File: config.mk
export PLATFORM = sky130hd
export DESIGN_NAME = routex_xbar_sched
export DESIGN_NICKNAME = d
export VERILOG_FILES = /design/src/rtl/routex_xbar_sched.sv
export SDC_FILE = /design/constraint.sdc
export NUM_CORES = 1
export LEC_CHECK = 0
export CAP_MARGIN = 20
export CORE_AREA = 2 2 128 130
export DETAILED_ROUTE_END_ITERATION = 7
export DIE_AREA = 0 0 130 132
export HOLD_SLACK_MARGIN = 0.06
export PLACE_DENSITY = 0.81
export SYNTH_ARGS = -nofsm -noshare
export SYNTH_HDL_FRONTEND = slang
export SYNTH_SLANG_ARGS = --single-unit
File: constraint.sdc
create_clock -name CLK -period 4.5 [get_ports CLK]
set_input_delay 1.35 -clock CLK [delete_from_list [all_inputs] [get_ports CLK]]
set_output_delay 1.35 -clock CLK [all_outputs]
set_load 0.05 [all_outputs]
File: src/rtl/routex_xbar_sched.sv
// routex_xbar_sched: packet-granular crossbar scheduler for the routex 4-port router.
// Each output arbitrates round-robin among requesting inputs and holds the grant until EOF.
module routex_xbar_sched #(
   parameter int NUM_PORTS = 4,
   parameter int PORT_W    = 2,
   parameter int LEN_W     = 16
) (
   input  logic                             CLK,
   input  logic                             RST_N,
   input  logic [NUM_PORTS-1:0]             REQ_VALID,
   input  logic [NUM_PORTS-1:0][PORT_W-1:0] REQ_DST,
   input  logic [NUM_PORTS-1:0][LEN_W-1:0]  REQ_LEN,
   input  logic [NUM_PORTS-1:0]             D_VALID,
   input  logic [NUM_PORTS-1:0]             Q_BP,
   output logic [NUM_PORTS-1:0]             D_BP,
   output logic [NUM_PORTS-1:0]             GRANT,
   output logic [NUM_PORTS-1:0][PORT_W-1:0] SEL,
   output logic [NUM_PORTS-1:0]             SEL_VALID,
   output logic [NUM_PORTS-1:0]             Q_SOF,
   output logic [NUM_PORTS-1:0]             Q_EOF
);

   typedef enum logic {ST_IDLE = 1'b0, ST_BUSY = 1'b1} state_t;

   state_t                           state [NUM_PORTS];
   logic [NUM_PORTS-1:0][PORT_W-1:0] rr_ptr;
   logic [NUM_PORTS-1:0][LEN_W-1:0]  rem;
   logic [NUM_PORTS-1:0]             first;
   logic [NUM_PORTS-1:0][PORT_W-1:0] dst_of;

   logic [NUM_PORTS-1:0]             win_found;
   logic [NUM_PORTS-1:0][PORT_W-1:0] win_idx;
   logic [NUM_PORTS-1:0]             xfer;
   logic [NUM_PORTS-1:0]             last;

   function automatic logic [PORT_W-1:0] wrap_add(input logic [PORT_W-1:0] base, input int k);
      return PORT_W'((int'(base) + k) % NUM_PORTS);
   endfunction

   // Search starts just after the last winner, so that input gets lowest priority next time.
   always_comb begin : arb
      logic [PORT_W-1:0] cand;
      cand = '0;
      for (int o = 0; o < NUM_PORTS; o++) begin
         // NOTE: every combinational output gets a default first, so no path can infer a latch.
         win_found[o] = 1'b0;
         win_idx[o]   = '0;
         for (int k = 1; k <= NUM_PORTS; k++) begin
            cand = wrap_add(rr_ptr[o], k);
            if (!win_found[o] && (state[o] == ST_IDLE) && REQ_VALID[cand] && !GRANT[cand] &&
                (REQ_DST[cand] == PORT_W'(o))) begin
               win_found[o] = 1'b1;
               win_idx[o]   = cand;
            end
         end
      end
   end

   // Framing and backpressure are forced quiet while reset is asserted, before the edge lands.
   always_comb begin
      for (int o = 0; o < NUM_PORTS; o++) begin
         SEL_VALID[o] = (state[o] == ST_BUSY);
         xfer[o]      = SEL_VALID[o] && D_VALID[SEL[o]] && !Q_BP[o];
         last[o]      = xfer[o] && (rem[o] == LEN_W'(1));
         Q_SOF[o]     = RST_N && xfer[o] && first[o];
         Q_EOF[o]     = RST_N && last[o];
      end
      for (int i = 0; i < NUM_PORTS; i++) begin
         D_BP[i] = !RST_N || !GRANT[i] || Q_BP[dst_of[i]];
      end
   end

   // NOTE: state uses non-blocking assignments only, so every output sees pre-edge values.
   always_ff @(posedge CLK) begin
      if (!RST_N) begin
         // NOTE: these per-port arrays are plain flops, not RAM, so clearing them in reset is cheap and required.
         for (int o = 0; o < NUM_PORTS; o++) begin
            state[o]  <= ST_IDLE;
            SEL[o]    <= '0;
            rr_ptr[o] <= PORT_W'(NUM_PORTS - 1);
            rem[o]    <= '0;
            first[o]  <= 1'b0;
         end
         GRANT  <= '0;
         dst_of <= '0;
      end else begin
         for (int o = 0; o < NUM_PORTS; o++) begin
            case (state[o])
               ST_IDLE: begin
                  if (win_found[o]) begin
                     state[o]               <= ST_BUSY;
                     SEL[o]                 <= win_idx[o];
                     GRANT[win_idx[o]]      <= 1'b1;
                     dst_of[win_idx[o]]     <= PORT_W'(o);
                     rem[o]                 <= (REQ_LEN[win_idx[o]] == '0) ? LEN_W'(1)
                                                                          : REQ_LEN[win_idx[o]];
                     first[o]               <= 1'b1;
                  end
               end
               ST_BUSY: begin
                  if (xfer[o]) begin
                     first[o] <= 1'b0;
                     if (rem[o] != '0) rem[o] <= rem[o] - LEN_W'(1);
                     if (last[o]) begin
                        state[o]      <= ST_IDLE;
                        GRANT[SEL[o]] <= 1'b0;
                        rr_ptr[o]     <= SEL[o];
                     end
                  end
               end
               default: state[o] <= ST_IDLE;
            endcase
         end
      end
   end

endmodule

==> results of run 1 <==
-- path summary, 6_finish.rpt --
path	startpoint	end	slack, ns	cells past startpoint
setup / recovery	D_VALID[3]	Q_EOF[2]	0.03	7
hold / removal	rem[61]	rem[61]	0.48	2
setup reg to reg	GRANT[1]	rem[1]	1.00	10
hold reg to reg	rem[61]	rem[61]	0.48	2
-- area by class of cell --
type	instances	area share
multi-input combinational	901	0.572
timing repair buffer	217	0.189
sequential	100	0.179
tap	216	0.0241
clock buffer	9	0.0201
inverter	29	0.00970
clock inverter	7	0.00613
-- state kept, by name, indices dropped and copies added, names as in the netlist --
signal / flops
rem: 64
SEL: 8
dst_of: 8
rr_ptr: 8
GRANT: 4
first: 4
state: 4
-- placed cells by master, fill, tap and decap left out, drive strengths merged, types with 35 or more instances in the layout --
cell / instances
a21oi: 98
buf: 116
clkdlybuf4s50: 99
dfxtp: 99
mux2i: 74
mux4: 40
nand2: 116
nor2: 125
nor3: 35
o21ai: 69
-- power groups by stage --
stage,Combinational (mW),Sequential (mW),Clock [mW]
final,1.89,1.17,0.777
after global routing,2.04,1.18,0.811
after global placement,1.79,1.17,0
after detailed placement,1.83,1.18,0
after floorplan,1.19,1.18,0
after CTS,1.84,1.16,0.784
-- through the flow --
step | hold slack (ns) | TNS, ns | instances | cell area [µm²] | worst slack [ns]
2_1_floorplan | 0.448 | 0 | 1099 | 8810 | 0.264
3_3_place_gp | 0.461 | -0.378 | 1462 | 10900 | -0.0914
3_5_place_dp | 0.477 | -1.41 | 1462 | 10900 | -0.134
4_1_cts | 0.487 | 0 | 1478 | 11200 | 0.0481
5_1_grt | 0.513 | 0 | 1479 | 11200 | 0.00110
6_report | 0.484 | 0 | 1479 | 11200 | 0.0349
-- what timing repair did --
item                                    4_1_cts  5_1_grt
cloned                                        0        0
endpoints found under the setup margin        1        5
resized for setup                             1        5
hold endpoints to repair                      0        0
buffers inserted                              0        1
pin swaps                                     1        1
-- metal layers --
| layer | vias up | part of all wire | GRT usage | wire (µm) |
|---|---|---|---|---|
| met5 | - | 0 | 0 | 0 |
| met4 | 0 | 0.039 | 0.142 | 1240 |
| met3 | 135 | 0.13 | 0.0840 | 4100 |
| met2 | 722 | 0.44 | 0.566 | 14200 |
| met1 | 4701 | 0.39 | 0.516 | 12500 |
| li1 | 4523 | - | - | - |
-- kinds of logic (layout without fill, tap and decap cells) --
logic type | Yosys count | count (layout) | share of synthesized area
and+or+nand+nor | 459 | 459 | 0.270
AOI/OAI and AO/OA | 300 | 300 | 0.227
muxes | 133 | 133 | 0.213
DFF | 100 | 100 | 0.229
buffers and inverters | 98 | 262 | 0.0496
adders and majority gates | 8 | 8 | 0.0114
xor gates and xnor gates | 1 | 1 | 0.000995
-- worst max-delay path, cell delays in order --
cell             delay, ns
clkdlybuf4s50_1       0.47
mux4_2                0.23
nand3b_1              0.23
nor4_4                0.36
buf_4                 0.17
and2_4                0.17
buf_12                0.13
==> metrics.yaml, run 1 <==
die:
  core_area_mm2: 0.0157
  start_util: 0.560
  die-area_mm2: 0.0172
  io_pins: 114
  fp.dieW_um: 130
  die_y_um: 132
  row_count: 46
power_and_ir_drop:
  swShare: 0.423
  p_sw_mw: 1.62
  p_int_mw: 2.21
  clkPwrFrac: 0.203
  power_density_mw_per_mm2: 341
  seqPwrFrac: 0.304
  p_comb_frac: 0.493
  ir_drop_mv: 0.252
  power_leakage_nw: 4.25
  power_mw: 3.83
clock_tree:
  cts.reportedPaths.clkPinSlew_ns: 0.07
  clk_latency_ns: 0.37
  cts_tree: "done"
  htreeDepth: 3
  cts_root_buf: "clkbuf_16"
  cts_hold_buf: 0
  cts_buffers: 9
  clock-sinks: 100
  cts.path.max_buffers: 2
grt:
  grt_pass1_wl_um: 50700
  antenna_found_initial: 0
  grt_overflow: 0
  grt_use_total: 0.373
  grt_pass1_vias: 9520
  grt_max_degree: 30
detailed_routing:
  vias: 10100
  drc: 0
  wl_um: 32000
  drt_iter0_markers: 1101
  first_pass_iters: 6
  viasPerCell: 6.82
  drtAntennaViolNets: 0
  wire_per_inst_um: 21.7
synth:
  synth-edff-count: 1
  seq_area_frac_synth: 0.229
  synthMostInstantiatedCell: "nor2_1"
  ys_warn_count: 0
  synth_flop_cell: "dfxtp_1"
  netlist.top_cell.by_area: "dfxtp_1"
  synth_top_area_frac: 0.225
  ys_seq_elements: 100
  syn_nets: 1193
  synth_area_leaders: "dfxtp_1 (23%), mux4_2 (9.0%), mux2i_1 (8.4%)"
  async_reset_ff_frac: 0
  synth_commonest_cells: "nor2_1 (125), nand2_1 (115), dfxtp_1 (99)"
  ys_types: 92
  syn_inst: 1099
  synth_area_mm2: 0.00880
  avgSynthCellArea_um2: 8.01
hold_path:
  hp-class: "reg -> reg"
critical_path:
  end_kind: "output port"
  worstPathArrival_ns: 3.12
  startpoint_type: "input pin"
  worstSetupPathType: "in -> out"
  cp_max_fo: 2
  worstPathRequired_ns: 3.15
run:
  drv_cap: 0
sta:
  tightest_slew_ns: 0.820
  relSlewSlack: 0.452
  setup_viol: 0
  clock_skew_ns: 0.0123
  period_needed_ns: 4.47
  grt_setup_unrepaired: "false"
  fin_crit_sh: 0.992
  hold_violations: 0
  fmax_ghz: 0.224
  slew_viol_final: 0
status:
  status: "finished clean"
place:
  place_hpwl_um: 23900
  numPortBuffers: 113
  globalplace.congestion: 1.03
final_layout:
  nets: 1352
  diodes: 0
  multi_input_area_mm2: 0.00642
  area_growth_pct: 27.5
  seqCellArea_mm2: 0.00201
  drive_above_1_share: 0.175
  utilization: 0.715
  final.fill_count: 1230
Note: power is estimated with default switching activity, not from simulation.
==> inputs of run 2 (changes only) <==
Clock period 4.5 ns to 4.9 ns, I/O delays scaled along.
==> metrics.yaml, run 2 (same netlist as run 1, synthesis figures left out) <==
status:
  status: "finished clean"
hold_path:
  whs_path_depth: 2  # unchanged
  hold_end: "first[0]"
  min-delay-start: "first[0]"
  hp-class: "reg -> reg"
sta:
  setup_viol: 0  # unchanged
  tightest_slew_ns: 0.994  # +0.175 ns
  tns_ns: 0  # unchanged
  slew_viol_final: 0  # unchanged
  fin_crit_sh: 0.975
  relSlewSlack: 0.337  # -0.114
  fmax_ghz: 0.209
  clock_skew_ns: 0.0132  # +0.000941 ns
  hold_violations: 0  # unchanged
  period_needed_ns: 4.78
  grt_setup_unrepaired: "false"
place:
  globalplace.congestion: 1.02  # -1.4%
  place_hpwl_um: 22800  # -4.4%
  numPortBuffers: 113  # unchanged
power_and_ir_drop:
  ir_drop_mv: 0.236  # -6.5%
  power_density_mw_per_mm2: 319  # -6.5%
  power_mw: 3.46  # -9.8%
  power_leakage_nw: 4.00  # -5.9%
clock_tree:
  clock-sinks: 100  # unchanged
  cts.reportedPaths.clkPinSlew_ns: 0.07  # about the same
  cts_hold_buf: 0  # unchanged
  cts_tree: "done"
  cts_buffers: 9  # unchanged
  cts.path.max_buffers: 2  # unchanged
  cts_root_buf: "clkbuf_16"
  post_cts_buffers: 0  # unchanged
  post_cts_resized: 0  # -1
  clk_latency_ns: 0.37  # about the same
  htreeDepth: 3  # unchanged
final_layout:
  nets: 1302  # -3.7%
  diodes: 0  # unchanged
  largest_register_ffs: 64  # unchanged
  final.fill_count: 1250  # +1.6%
  final_cell_mix: "nor2_1 (125), nand2_1 (115), clkdlybuf4s50_1 (101)"
  area_growth_pct: 23.0
  regMostFlops: "rem"
  drive_above_1_share: 0.138  # -0.0373
  final_common_cell: "nor2_1"
die:
  row_count: 46  # unchanged
  io_pins: 114  # unchanged
  fp.dieW_um: 130  # unchanged
  die-area_mm2: 0.0172  # unchanged
  start_util: 0.560  # unchanged
  die_y_um: 132  # unchanged
  core_area_mm2: 0.0157  # unchanged
grt:
  grt_pass1_wl_um: 48800  # -3.8%
  grt_use_total: 0.360  # -0.0128
  antenna_found_initial: 0  # unchanged
  grt_pass1_vias: 8931  # -6.2%
  grt_max_degree: 43  # +43%
  grt_overflow: 0  # unchanged
critical_path:
  cp_slowest_stage_delay_ns: 0.53  # +0.06 ns
  worstPathArrival_ns: 3.31  # +0.19 ns
  r2r_start: "state[3]"
  startpoint_type: "input pin"
  cp_max_fo: 4  # +2
  worstPathRequired_ns: 3.43  # +0.28 ns
  crit_family: "simple AND/OR/NAND/NOR gates"
  path_depth: 6  # -1
  reg2reg_depth: 11  # +1
  crit_path_top_delay_cell: "clkdlybuf4s50_1"
  r2r_slack_ns: 1.36  # +0.36 ns
  worstSetupPathType: "in -> out"
  critical_path_buf_inv_count: 2  # -1
  cp_cell_sequence: "clkdlybuf4s50_1 > mux4_2 > nand3b_1 > nor4_1 > and2_1 > buf_12"
  r2r-end: "rem[49]"
  end_kind: "output port"
detailed_routing:
  first_pass_iters: 6  # unchanged
  drc: 0  # unchanged
  viasPerCell: 6.91  # +1.4%
  drt_iter0_markers: 1523  # +38%
  wl_um: 31000  # -3.1%
  drtAntennaViolNets: 0  # unchanged
  vias: 9881  # -2.0%
  wire_per_inst_um: 21.7  # +0.25%
run:
  drv_cap: 0  # unchanged
-- run 2: worst max path at each step --
stage	from	endpoint	slack, ns
CTS	D_VALID[1]	Q_EOF[2]	0.15
finish	D_VALID[1]	Q_EOF[2]	0.12
global placement	REQ_VALID[0]	rem[0]	0.12
detailed placement	REQ_VALID[0]	rem[0]	0.05
global route	D_VALID[1]	Q_EOF[2]	0.06
floorplan	D_VALID[1]	Q_EOF[3]	0.04
-- run 2: per-stage QoR --
step / setup WS [ns] / hold slack, ns / area [µm²] / utilization / cells
global route: 0.0580 / 0.520 / 10800 / 0.689 / 1429
detailed placement: 0.0523 / 0.475 / 10500 / 0.670 / 1413
finish: 0.122 / 0.492 / 10800 / 0.689 / 1429
floorplan: 0.0433 / 0.448 / 8800 / - / 1099
CTS: 0.153 / 0.490 / 10800 / 0.689 / 1429
global placement: 0.116 / 0.459 / 10500 / 0.670 / 1413
-- run 2: layout make-up --
class,count,area (µm²),share of cell area
Clock inverter,7,71.3,0.00659
Tap cell,216,270,0.0250
Inverter,29,109,0.0101
Sequential cell,100,2010,0.186
Timing Repair Buffer,167,1760,0.162
Clock buffer,9,225,0.0208
Multi-Input combinational cell,901,6390,0.590
-- run 2: per-layer routing --
metal	vias to the layer above	wire, µm	GRT usage
met1	4610	12300	0.528
met5	-	0	0
li1	4410	-	-
met2	736	13300	0.514
met3	125	4170	0.0820
met4	0	1280	0.136
-- run 2: worst min-delay path, delay by kind of cell (launching register included) --
family / cells / cell delay (ns)
flops: 1 / 0.33
simple gates: 1 / 0.07
compound gates: 1 / 0.06
-- run 2: power by group --
group	switching [mW]	internal [mW]	total (mW)	leakage, nW
clock network	0.366	0.359	0.725	0.145
registers	0.149	0.932	1.08	0.823
logic	0.959	0.692	1.65	3.03
==> inputs of run 3 (changes only) <==
Settings changed: CORE_AREA 2 2 128 130 to 2 2 123 125, DIE_AREA 0 0 130 132 to 0 0 125 127, PLACE_DENSITY 0.81 to 0.86.
Clock period 4.9 ns to 5.5 ns, I/O delays scaled along.
==> metrics.yaml, run 3 (same netlist as run 1, synthesis figures left out) <==
clock_tree:
  clk_latency_ns: 0.37  # about the same
  post_cts_buffers: 0  # unchanged
  htreeDepth: 3  # unchanged
  clock-sinks: 100  # unchanged
  post_cts_resized: 0  # unchanged
  cts.reportedPaths.clkPinSlew_ns: 0.08  # about the same
  cts_hold_buf: 0  # unchanged
  cts_root_buf: "clkbuf_16"
  cts_tree: "done"
  cts.path.max_buffers: 2  # unchanged
  cts_buffers: 9  # unchanged
die:
  fp.dieW_um: 125  # -3.8%
  row_count: 44  # -4.3%
  core_area_mm2: 0.0144  # -8.2%
  die_y_um: 127  # -3.8%
  start_util: 0.610  # +0.0501
  die-area_mm2: 0.0159  # -7.5%
  io_pins: 114  # unchanged
critical_path:
  r2r-end: "rem[0]"
  startpoint_type: "input pin"
  cp_cell_sequence: "clkdlybuf4s50_1 > mux4_2 > nand3b_1 > nor4_1 > and2_1 > buf_12"
  crit_path_top_delay_cell: "clkdlybuf4s50_1"
  crit_family: "simple AND/OR/NAND/NOR gates"
  worstPathArrival_ns: 3.50  # +0.19 ns
  end_kind: "output port"
  path_depth: 6  # unchanged
  cp-startpoint: "D_VALID[2]"
  worstPathRequired_ns: 3.85  # +0.42 ns
  reg2reg_depth: 10  # -1
  cp_max_fo: 4  # unchanged
  setup.worst_path.end: "Q_EOF[2]"
  critical_path_buf_inv_count: 2  # unchanged
  cp_slowest_stage_delay_ns: 0.52  # about the same
  r2r_start: "rr_ptr[0]"
  r2r_slack_ns: 1.97  # +0.61 ns
  worstSetupPathType: "in -> out"
power_and_ir_drop:
  p_comb_frac: 0.476  # -0.002
  p_sw_mw: 1.32  # -11%
  power_density_mw_per_mm2: 290  # -9.3%
  swShare: 0.430  # +0.00374
  ir_drop_mv: 0.208  # -12%
  clkPwrFrac: 0.210  # about the same
  seqPwrFrac: 0.314  # about the same
  p_int_mw: 1.74  # -12%
  power_leakage_nw: 3.87  # -3.3%
sta:
  final.setup.worst_slack_ns: 0.352  # +0.229 ns
  setup_viol: 0  # unchanged
  tightest_slew_ns: 0.987  # -0.00697 ns
  fmax_ghz: 0.194
  grt_setup_unrepaired: "false"
  tns_ns: 0  # unchanged
  hold_violations: 0  # unchanged
  relSlewSlack: 0.342  # +0.00465
  slew_viol_final: 0  # unchanged
  period_needed_ns: 5.15
  fin_crit_sh: 0.936
  clock_skew_ns: 0.00795  # -0.00529 ns
grt:
  antenna_found_initial: 0  # unchanged
  grt_max_degree: 46  # +7.0%
  grt_overflow: 0  # unchanged
  grt_use_total: 0.379  # +0.0192
  busiest_layer: "met2"
  grt_pass1_wl_um: 48100  # -1.3%
  met2_usage: 0.558  # +0.0442
  grtUsageMet1: 0.533  # +0.00534
  grt_pass1_vias: 8998  # +0.75%
  grt_use_met3: 0.0829  # +0.000934
place:
  place_hpwl_um: 22800  # about the same
  globalplace.congestion: 0.992  # -2.5%
  place_inst: 1358  # -3.9%
  place_ws_ns: 0.346  # +0.294 ns
  numPortBuffers: 113  # unchanged
detailed_routing:
  wl_um: 30900  # -0.38%
  viasPerCell: 7.12  # +3.0%
  first_pass_iters: 7  # +1
  drtAntennaViolNets: 0  # unchanged
  vias: 9785  # -0.97%
  drt_iter0_markers: 1510  # -0.85%
  wire_per_inst_um: 22.5  # +3.6%
  drc: 0  # unchanged
final_layout:
  diodes: 0  # unchanged
  nets: 1279  # -1.8%
  area_growth_pct: 20.0
  final_common_cell: "nor2_1"
  final_cell_mix: "nor2_1 (125), nand2_1 (115), clkdlybuf4s50_1 (101)"
  regMostFlops: "rem"
  fin_cells: 1374  # -3.8%
  largest_register_ffs: 64  # unchanged
  drive_above_1_share: 0.121  # -0.0167
hold_path:
  hp-class: "reg -> reg"
run:
  drv_cap: 0  # unchanged
status:
  status: "finished clean"
## run 3: cell count changes in the layout (fill, tap and decap cells not counted)
cell,delta
buf_4,-19
buf_12,-4
clkinv_4,-2
clkinv_8,-1
clkinvlp_4,+1
inv_6,+1
inv_8,+1
## run 3: how the worst min path moves through the flow
stage / start / to / depth (start not counted)
floorplan: first[0] / first[0] / 2
global placement: rem[61] / rem[61] / 2
detailed placement: first[0] / first[0] / 2
CTS: first[0] / first[0] / 2
global route: first[0] / first[0] / 2
finish: first[3] / first[3] / 2
## run 3: metrics by stage
stage	cell area, µm²	power, mW	utilization	hold slack (ns)
5_1_grt	10600	3.21	0.732	0.509
6_report	10600	3.06	0.732	0.494
3_3_place_gp	10300	2.34	0.712	0.464
4_1_cts	10600	3.01	0.732	0.497
2_1_floorplan	8800	1.93	-	0.448
3_5_place_dp	10300	2.37	0.712	0.480
## run 3: power groups by stage
stage	registers (mW)	logic (mW)	clock network (mW)
global placement	0.964	1.38	0
finish	0.959	1.46	0.642
CTS	0.951	1.41	0.641
global route	0.972	1.56	0.670
detailed placement	0.967	1.40	0
floorplan	0.963	0.972	0
## run 3: area by class of cell
class	count	area, µm²
clock buffers	9	225
clock inverters	7	65.1
fillers	1105	3860
inverters	29	109
multi-input cells	901	6390
flip-flops and latches	100	2010
well taps	184	230
repair buffers	144	1530
## run 3: metal layers
metal	vias up	share of wire
li1	4362	-
met1	4548	0.39
met2	736	0.42
met3	137	0.14
met4	2	0.048
met5	-	0.00087
## run 3: worst register-to-register path, stage by stage (launching register included)
cell	delay, ns
dfxtp_1	0.63
nor3_1	0.12
o22ai_1	0.40
o221a_1	0.28
or3b_4	0.40
a31oi_4	0.22
buf_12	0.21
mux4_1	0.62
nor4_1	0.31
nand4_1	0.13
a21oi_1	0.15
